**config.mk**
```make
export PLATFORM = sky130hd
export DESIGN_NAME = tlul_host_arb
export DESIGN_NICKNAME = d
export VERILOG_FILES = /design/src/rtl/tlul_arb_pkg.sv /design/src/rtl/tlul_arb_tag_fifo.sv /design/src/rtl/tlul_host_arb.sv
export SDC_FILE = /design/constraint.sdc
export NUM_CORES = 1
export LEC_CHECK = 0
export ABC_AREA = 1
export ABC_CLOCK_PERIOD_IN_PS = 2300
export BUFFER_PORTS_ARGS = -buffer_cell sky130_fd_sc_hd__buf_2
export CORE_AREA = 5 5 159 161
export DETAILED_ROUTE_END_ITERATION = 16
export DIE_AREA = 0 0 164 166
export PLACE_DENSITY_LB_ADDON = 0.25
export SYNTH_ARGS = -nofsm -noshare
export SYNTH_HDL_FRONTEND = slang
export SYNTH_SLANG_ARGS = --single-unit
```
**constraint.sdc**
```tcl
create_clock -name clk_i -period 2.3 [get_ports clk_i]
set_input_delay 0.23 -clock clk_i [delete_from_list [all_inputs] [get_ports clk_i]]
set_output_delay 0.23 -clock clk_i [all_outputs]
set_load 0.02 [all_outputs]
```
**src/rtl/tlul_arb_pkg.sv**
```systemverilog
// Shared types for the TL-UL host arbiter: simplified TL-UL channel structs,
// the host-index tag type and sizing limits.
package tlul_arb_pkg;

  localparam int ArbMaxHosts = 4;
  localparam int ArbMaxDepth = 16;

  typedef logic [1:0] arb_idx_t;

  typedef struct packed {
    logic        a_valid;
    logic [2:0]  a_opcode;
    logic [2:0]  a_param;
    logic [1:0]  a_size;
    logic [7:0]  a_source;
    logic [31:0] a_address;
    logic [3:0]  a_mask;
    logic [31:0] a_data;
    logic        d_ready;
  } tl_h2d_t;

  typedef struct packed {
    logic        d_valid;
    logic [2:0]  d_opcode;
    logic [2:0]  d_param;
    logic [1:0]  d_size;
    logic [7:0]  d_source;
    logic        d_sink;
    logic [31:0] d_data;
    logic        d_error;
    logic        a_ready;
  } tl_d2h_t;

  function automatic logic [ArbMaxHosts-1:0] arb_onehot(input arb_idx_t idx);
    return 4'b0001 << idx;
  endfunction

endpackage

```
**src/rtl/tlul_arb_tag_fifo.sv**
```systemverilog
// In-order tag FIFO holding the host index of each accepted request until its
// response has been delivered. Head is read combinationally.
module tlul_arb_tag_fifo
  import tlul_arb_pkg::*;
#(
  parameter  int Depth = 4,
  localparam int CntW  = $clog2(Depth + 1)
) (
  input  logic            clk_i,
  input  logic            rst_i,
  input  logic            push,
  input  arb_idx_t        wdata,
  input  logic            pop,
  output logic            full,
  output logic            empty,
  output arb_idx_t        head,
  output logic [CntW-1:0] count
);

  localparam int PtrW = (Depth > 1) ? $clog2(Depth) : 1;

  arb_idx_t        mem [Depth];
  logic [PtrW-1:0] wr_ptr;
  logic [PtrW-1:0] rd_ptr;
  logic            do_push;
  logic            do_pop;

  assign full    = (count == CntW'(Depth));
  assign empty   = (count == '0);
  assign head    = mem[rd_ptr];
  assign do_push = push & ~full;
  assign do_pop  = pop & ~empty;

  function automatic logic [PtrW-1:0] ptr_inc(input logic [PtrW-1:0] p);
    return (p == PtrW'(Depth - 1)) ? '0 : p + PtrW'(1);
  endfunction

  always_ff @(posedge clk_i) begin
    if (do_push) begin
      mem[wr_ptr] <= wdata;
    end
  end

  always_ff @(posedge clk_i or posedge rst_i) begin
    if (rst_i) begin
      wr_ptr <= '0;
      rd_ptr <= '0;
      count  <= '0;
    end else begin
      if (do_push) wr_ptr <= ptr_inc(wr_ptr);
      if (do_pop)  rd_ptr <= ptr_inc(rd_ptr);
      case ({do_push, do_pop})
        2'b10:   count <= count + CntW'(1);
        2'b01:   count <= count - CntW'(1);
        default: count <= count;
      endcase
    end
  end

endmodule

```
**src/rtl/tlul_host_arb.sv**
```systemverilog
// M:1 TL-UL host arbiter with grant lock and in-order response steering.
// Define TLUL_HOST_ARB_FIXED_PRIO_EN for fixed lowest-index-first priority.
module tlul_host_arb
  import tlul_arb_pkg::*;
#(
  parameter  int M        = 2,
  parameter  int OutDepth = 4,
  localparam int IdxW     = $clog2(M),
  localparam int CntW     = $clog2(OutDepth + 1)
) (
  input  logic            clk_i,
  input  logic            rst_i,
  input  tl_h2d_t         tl_h_i [M],
  output tl_d2h_t         tl_h_o [M],
  output tl_h2d_t         tl_d_o,
  input  tl_d2h_t         tl_d_i,
  output logic [M-1:0]    gnt_o,
  output logic [CntW-1:0] outstanding_o
);

  logic [IdxW-1:0] rr_ptr;
  logic            lock_q;
  logic [IdxW-1:0] lock_idx_q;

  logic            has_grant;
  logic [IdxW-1:0] grant_idx;
  logic [IdxW-1:0] rr_next;
  logic [IdxW-1:0] head_idx;
  logic            dev_a_valid;
  logic            accept;
  logic            dev_d_ready;
  logic            pop;

  logic            fifo_full;
  logic            fifo_empty;
  arb_idx_t        fifo_head;
  logic [CntW-1:0] fifo_count;

  // A held lock wins; otherwise scan from rr_ptr for the first requester.
  always_comb begin
    has_grant = 1'b0;
    grant_idx = '0;
    if (lock_q) begin
      has_grant = 1'b1;
      grant_idx = lock_idx_q;
    end else begin
      for (int i = 0; i < M; i++) begin
        if (!has_grant && tl_h_i[(int'(rr_ptr) + i) % M].a_valid) begin
          has_grant = 1'b1;
          grant_idx = IdxW'((int'(rr_ptr) + i) % M);
        end
      end
    end
  end

  assign rr_next     = IdxW'((int'(grant_idx) + 1) % M);
  assign head_idx    = IdxW'(fifo_head);
  assign dev_a_valid = ~rst_i & has_grant & tl_h_i[grant_idx].a_valid & ~fifo_full;
  assign accept      = dev_a_valid & tl_d_i.a_ready;
  assign dev_d_ready = ~rst_i & ~fifo_empty & tl_h_i[head_idx].d_ready;
  assign pop         = tl_d_i.d_valid & dev_d_ready;

  always_ff @(posedge clk_i or posedge rst_i) begin
    if (rst_i) begin
      rr_ptr     <= '0;
      lock_q     <= 1'b0;
      lock_idx_q <= '0;
    end else if (accept) begin
      lock_q <= 1'b0;
`ifdef TLUL_HOST_ARB_FIXED_PRIO_EN
      rr_ptr <= '0;
`else
      rr_ptr <= rr_next;
`endif
    end else if (dev_a_valid) begin
      // Beat is on the wire but stalled: pin the grant until it is taken.
      lock_q     <= 1'b1;
      lock_idx_q <= grant_idx;
    end
  end

  tlul_arb_tag_fifo #(
    .Depth (OutDepth)
  ) u_tag_fifo (
    .clk_i (clk_i),
    .rst_i (rst_i),
    .push  (accept),
    .wdata (arb_idx_t'(grant_idx)),
    .pop   (pop),
    .full  (fifo_full),
    .empty (fifo_empty),
    .head  (fifo_head),
    .count (fifo_count)
  );

  always_comb begin
    tl_d_o         = tl_h_i[grant_idx];
    tl_d_o.a_valid = dev_a_valid;
    tl_d_o.d_ready = dev_d_ready;
  end

  always_comb begin
    for (int i = 0; i < M; i++) begin
      tl_h_o[i]         = tl_d_i;
      tl_h_o[i].a_ready = ~rst_i & has_grant & (grant_idx == IdxW'(i))
                          & tl_d_i.a_ready & ~fifo_full;
      tl_h_o[i].d_valid = ~rst_i & ~fifo_empty & (head_idx == IdxW'(i))
                          & tl_d_i.d_valid;
    end
  end

  assign gnt_o         = (rst_i || !has_grant) ? '0 : M'(arb_onehot(arb_idx_t'(grant_idx)));
  assign outstanding_o = rst_i ? '0 : fifo_count;

  // A response with no recorded tag has no owner and is never acknowledged.
  d_valid_without_tag: assert property (
    @(posedge clk_i) disable iff (rst_i) !(tl_d_i.d_valid && fifo_empty));

endmodule

```
==> results.md, run 1 <==
* Die height at between 150 and 200 um
* Critical path class: flip-flop to output port
* Initial antenna violation count at 2
* Mapped Nets at 721
* Dpl ws at roughly 0.14 ns
* Vias in the first global route at around 3,400
* Dpl hpwl at 10,200 um
* Adder-Cell Fraction of Synth Area at 3.51%
* Yosys warning count at 0
* Peak supply drop at about 0.00036 V
* I/O pin count at 421
* GR Util All Layers at 8.18%
* Critical path endpoint category: output port
* Worst-path cell chain: nor2_4 > nand2_1 > nand2_4 > buf_16 > nand3_1 > nand2_1 > nand2_1 > inv_1 > buf_2
* Initial core utilization at 11.4%
* Final nets at ~890
* Synthesized cell area at between 2000 and 3000 um^2
* Seq. cell area at 372 um^2
* Worst slew pin tran at 0.484 ns
* Overflow after GRT at 0
* Period Utilization, post-route at about nine tenths
* Worst-Skew Late Latency at 0.24 ns
* CTS buffer count at 3
* Synthesized instance count at 488
* Post-placement cell area at 3700 um^2
* Largest family of logic cells by synthesized area: simple AND/OR/NAND/NOR gates
* Design Area, Final at 3830 um^2
* Total power at 3880 uW
* Port Buffers at 270
* Root Driver: clkbuf_16
* Fin Clk Skew at 0.00133 ns
* N_diodes at 0
* Setup WS post-layout at about 0.19 ns
* Critical path startpoint category: flip-flop
* Max-cap viol count at 0
* Wire per inst at 12.8 um
* Status: finished clean
* Post-synthesis register bit count at 14
* Multiplexer area fraction after synthesis at 0%
* Area Growth Syn to Fin at 41.4%
* Gpl congestion at 0.744
* Slew headroom at 67.7%
* Vias/cell at 3.39
* DR DRC count at 0
* Worst-path clk slew at 0.05 ns
* Placeable Area at 23,800 um^2
* Commonest non-fill, non-tap cell in the layout: nand2_1
* Total number of vias at approximately 3,300
* Setup tns final at 0 ns
* CTS tree: yes
* Multi-input logic area at approximately 1400 um^2
* CTS H-tree lvls at 1
* CP max stage delay at 0.42 ns
* Max FO, Critical Path at 47
* Routed wire length at 12,500 um
* Compound-gate portion of the synthesized area at 1.75%
* Setup violators final at 0
* Crit path from: lock_q$_DFFE_PP0P_
* Largest net degree at the start of global routing at 94
* Yosys cell types at 24
* CP arrival at about 1.9 ns
* Worst Path Required at 2.07 ns
* Post-Synth Simple-Gate Area at between 40% and 50%
* Post-Synth XOR/XNOR Area at 0.646%
* Final Max Slew Viols at 0
* First-pass GRT wire length at 18,000 um
* DRT Pass-1 Iters at 5
* Crit path top cell by count: nand2_1
* Most frequent cells in the layout: nand2_1 (281), buf_2 (270), inv_1 (22), nor2_1 (14)
* Sink Count at 14
* Fillers at 2,839
* Post-synthesis average cell area at roughly 5.6 um^2
* Antenna viol nets, final at 0
* Clk buf depth at 2
* Seq/Total Area, Yosys at 13.7%
* Area of the die at between 20,000 and 30,000 um^2
* Leak at 0.00242 uW
* Reg-to-Reg Start: u_tag_fifo.rd_ptr[0]$_DFFE_PP0P_
* Power per Cell Area at roughly 1000 nW/um^2
* DR iter-0 viols at 105
* Hold WS at 0.179 ns
* Die width at 164 um
* CP max stage cell: dfrtp_1
* Ratio of cells with drive above 1 in the final layout at 44.9%
* Hold Path Class: primary input to async pin
* Fmax at 474 MHz
* Final min period at roughly 2.1 ns
* Row Count at 57
* Final hold violation count at 0
final timing paths:
check,to,slack [ns],depth (start not counted)
worst max-delay path,tl_d_o[85],0.19,9
worst min-delay path,u_tag_fifo.rd_ptr[1]$_DFFE_PP0P_,0.18,3
worst max register to register,u_tag_fifo.count[2]$_DFFE_PP0P_,0.21,14
worst min register to register,u_tag_fifo.count[0]$_DFFE_PP0P_,0.49,1
max in group asynchronous,u_tag_fifo.rd_ptr[0]$_DFFE_PP0P_,1.77,3
min in group clk_i,u_tag_fifo.rd_ptr[1]$_DFFE_PP0P_,0.28,3
per-layer routing:
layer,up-vias,global-route usage (%),share of wire (%)
met5,-,0,0.17
met4,4,0.875,0.78
met3,20,3.75,13
met2,214,15.4,51
met1,1382,8.47,35
li1,1687,-,-
worst max-delay path: cells and delay by family, from the launching register on:
family	cells	cell delay, ns
buffers and inverters	3	0.46
flip-flops	1	0.42
AND/OR/NAND/NOR	6	0.74
kinds of logic (layout without fill, tap and decap cells):
logic type               Yosys count  after routing
adder cells (fa/ha/maj)            7              7
flip-flops                        14             14
AND/OR/NAND/NOR                  314            314
buffers and inverters            143            307
AO/OA/AOI/OAI                      8              8
XOR/XNOR                           2              2
area by class of cell:
type / instances / share of cell area, %
Multi-Input combinational cell: 331 / 36.7
Sequential cell: 14 / 9.69
Timing Repair Buffer: 280 / 38.5
Clock buffer: 4 / 2.32
Tap cell: 324 / 10.6
Inverter: 23 / 2.25
stage by stage:
stage,utilization [%],std cells
6_report,16.1,976
2_1_floorplan,-,488
5_1_grt,16.1,976
3_3_place_gp,15.5,970
3_5_place_dp,15.5,970
4_1_cts,15.9,974
cells in the mapped netlist, drive strengths merged:
| cell | count | area (um^2) |
|---|---|---|
| nand3 | 10 | 62.6 |
| clkbuf | 3 | 11.3 |
| nor2 | 15 | 58.8 |
| buf | 117 | 858 |
| fa | 1 | 20.0 |
| ha | 6 | 75.1 |
| a21oi | 4 | 27.5 |
| dfrtp | 10 | 250 |
| xnor2 | 1 | 8.76 |
| nor3b | 1 | 7.51 |
| nand4 | 3 | 18.8 |
| xor2 | 1 | 8.76 |
| edfxtp | 4 | 120 |
| inv | 23 | 86.3 |
| nand2 | 283 | 1070 |
| o21ai | 4 | 20.0 |
| nor3 | 2 | 10.0 |
sequential cells by signal, indices dropped and copies added, names as in the netlist:
| name | cells |
|---|---|
| u_tag_fifo.rd_ptr | 2 |
| u_tag_fifo.count | 3 |
| rr_ptr | 1 |
| lock_q | 1 |
| u_tag_fifo.wr_ptr | 2 |
| u_tag_fifo.mem | 4 |
| lock_idx_q | 1 |
report_power, final:
part	leakage, uW	switching (uW)	internal [uW]
sequential	0.000159	73.5	354
combinational	0.00221	2070	1010
clock	0.0000442	109	264
what timing repair did:
action | CTS | global route
hold buffers | 0 | 0
endpoints found under the setup margin | 0 | 2
setup buffers | 0 | 1
resized for setup | 0 | 4
(Power assumes the default switching activity.)
==> run 2, diff against run 1 <==
--- a/config.mk
+++ b/config.mk
@@ -6,7 +6,7 @@
 export NUM_CORES = 1
 export LEC_CHECK = 0
 export ABC_AREA = 1
-export ABC_CLOCK_PERIOD_IN_PS = 2300
+export ABC_CLOCK_PERIOD_IN_PS = 2350
 export BUFFER_PORTS_ARGS = -buffer_cell sky130_fd_sc_hd__buf_2
 export CORE_AREA = 5 5 159 161
 export DETAILED_ROUTE_END_ITERATION = 16
==> constraint.sdc (replaced) <==
create_clock -name clk_i -period 2.35 [get_ports clk_i]
set_input_delay 0.235 -clock clk_i [delete_from_list [all_inputs] [get_ports clk_i]]
set_output_delay 0.235 -clock clk_i [all_outputs]
set_load 0.02 [all_outputs]
==> run 2 against run 1 <==
Critical path depth unchanged. Clock skew shrank 0.00054 ns. Power down 2.8%. Register-to-register slack better by 0.09 ns. Sequential share of layout area barely moved. Non-clock buffer count shrank 2. Critical path type unchanged. Largest power group unchanged.
==> results.md, run 2 (synthesis results as in run 1) <==
* Critical path startpoint category: flip-flop
* Dpl ws at 0.169 ns
* Vias in the first global route at 3,480
* First-pass GRT wire length at 18,000 um
* DRT Pass-1 Iters at 4
* Sink Count at 14
* Setup tns final at 0 ns
* Fmax at between 400 and 500 MHz
* Slew headroom at 71.1%
* Status: finished clean
* Clk buf depth at 2
* CTS tree: yes
* Die height at 166 um
* Critical path class: flip-flop to output port
* Setup slack, reg-to-reg at 0.30 ns
* CP arrival at 1.89 ns
* DR DRC count at 0
* Routed wire length at 12,200 um
* Biggest regs: u_tag_fifo.mem (4), u_tag_fifo.count (3)
* Ratio of cells with drive above 1 in the final layout at 45.2%
* Area Growth Syn to Fin at 41.3%
* Hold Path Class: primary input to async pin
* Port Buffers at 270
* Commonest non-fill, non-tap cell in the layout: nand2_1
* Period Utilization, post-route at 90.6%
* Worst Path Required at 2.12 ns
* DR iter-0 viols at 72
* Worst-path clk slew at 0.05 ns
* Final nets at 884
* Dpl hpwl at 10,100 um
* Setup WS post-layout at 0.222 ns
* Worst slew pin tran at 0.433 ns
* I/O pin count at 421
* Antenna viol nets, final at 0
* Leak at 0.00241 uW
* Row Count at 57
* Final Max Slew Viols at 0
* Post-layout util at 16.1%
* Critical path endpoint category: output port
* N_diodes at 0
* Die width at between 150 and 200 um
* Final hold violation count at 0
* Gpl congestion at 0.742
* Max-cap viol count at 0
* Design Area, Final at between 3000 and 4000 um^2
* Most frequent cells in the layout: nand2_1 (280), buf_2 (270), inv_1 (22), nor2_1 (14), dfrtp_1 (9)
* Total number of vias at 3,280
* Worst-Skew Late Latency at 0.24 ns
* CTS buffer count at 3
* Final min period at between 2 and 2.5 ns
* CTS H-tree lvls at 1
* Vias/cell at between 3 and 4
* Placeable Area at 23,800 um^2
* Post-placement cell area at between 3000 and 4000 um^2
* RSZ-0062 raised after global routing: false
* Largest register by flop count: u_tag_fifo.mem
* Initial antenna violation count at 2
* Area of the die at 27,200 um^2
* CTS hold repair buffers at 0
* Largest net degree at the start of global routing at 94
* Max reg flops at 4
* Power per Cell Area at 984 nW/um^2
* Wire per inst at between 10 and 15 um
* Overflow after GRT at 0
* Initial core utilization at 11.4%
* Max FO, Critical Path at between 40 and 50
* GR Util All Layers at between 8 and 9%
* Setup violators final at 0
* Root Driver: clkbuf_16
* Fin Clk Skew at 0.000789 ns
* Peak supply drop at 0.000270 V
[run 2: changes by cell type in the layout (fill, tap and decap cells not counted), sizes merged]
| cell | previous run | this run |
|---|---|---|
| clkinv | 0 | 1 |
| clkbuf | 5 | 4 |
| buf | 279 | 277 |
[run 2: through the flow]
step	std cells	power [uW]	hold slack [ns]
3_3_place_gp	968	3410	0.461
2_1_floorplan	488	2590	0.0752
6_report	974	3770	0.165
5_1_grt	974	4160	0.224
3_5_place_dp	968	3380	0.443
4_1_cts	972	3730	0.183
[run 2: layer usage]
layer / GRT usage [%] / up-vias / wire [um]
li1: - / 1680 / -
met1: 8.43 / 1365 / 4330
met2: 15.0 / 205 / 6210
met3: 3.72 / 26 / 1430
met4: 1.75 / 4 / 187
met5: 0 / - / 34
[run 2: final cells by class]
cell class / instances / area (um^2)
clock buffer: 3 / 75.1
clock inverter: 1 / 3.75
fill: 2839 / 20000
inverter: 23 / 86.3
multi-input combinational: 331 / 1420
sequential: 14 / 372
tap: 324 / 405
timing repair buffer: 278 / 1470
[run 2: worst paths after layout]
check / startpoint / to / cells past startpoint
min in group clk_i: tl_d_i[51] / u_tag_fifo.rd_ptr[0]$_DFFE_PP0P_ / 3
min reg2reg: lock_idx_q$_DFFE_PP0P_ / lock_idx_q$_DFFE_PP0P_ / 2
min: rst_i / u_tag_fifo.rd_ptr[1]$_DFFE_PP0P_ / 3
max reg2reg: u_tag_fifo.count[0]$_DFFE_PP0P_ / u_tag_fifo.count[2]$_DFFE_PP0P_ / 11
max in group asynchronous: rst_i / u_tag_fifo.rd_ptr[0]$_DFFE_PP0P_ / 3
max: lock_q$_DFFE_PP0P_ / tl_d_o[85] / 9
[run 2: report_power, final]
group	internal [uW]	leakage, uW	switching [uW]
clock	225	0.0000385	102
combinational	1010	0.00221	2020
sequential	347	0.000159	71.4
[run 2: what timing repair did]
action	CTS	global route
endpoints found under the setup margin	0	2
setup buffers	0	1
resized for setup	0	8
[run 2: worst max-delay path, cell delays in order, from the launching register on]
cell,delay [ns]
dfrtp_1,0.41
nor2_2,0.18
nand2_1,0.13
nand2_4,0.13
buf_16,0.20
nand3_1,0.11
nand2_1,0.13
nand2_1,0.12
inv_1,0.08
buf_2,0.16
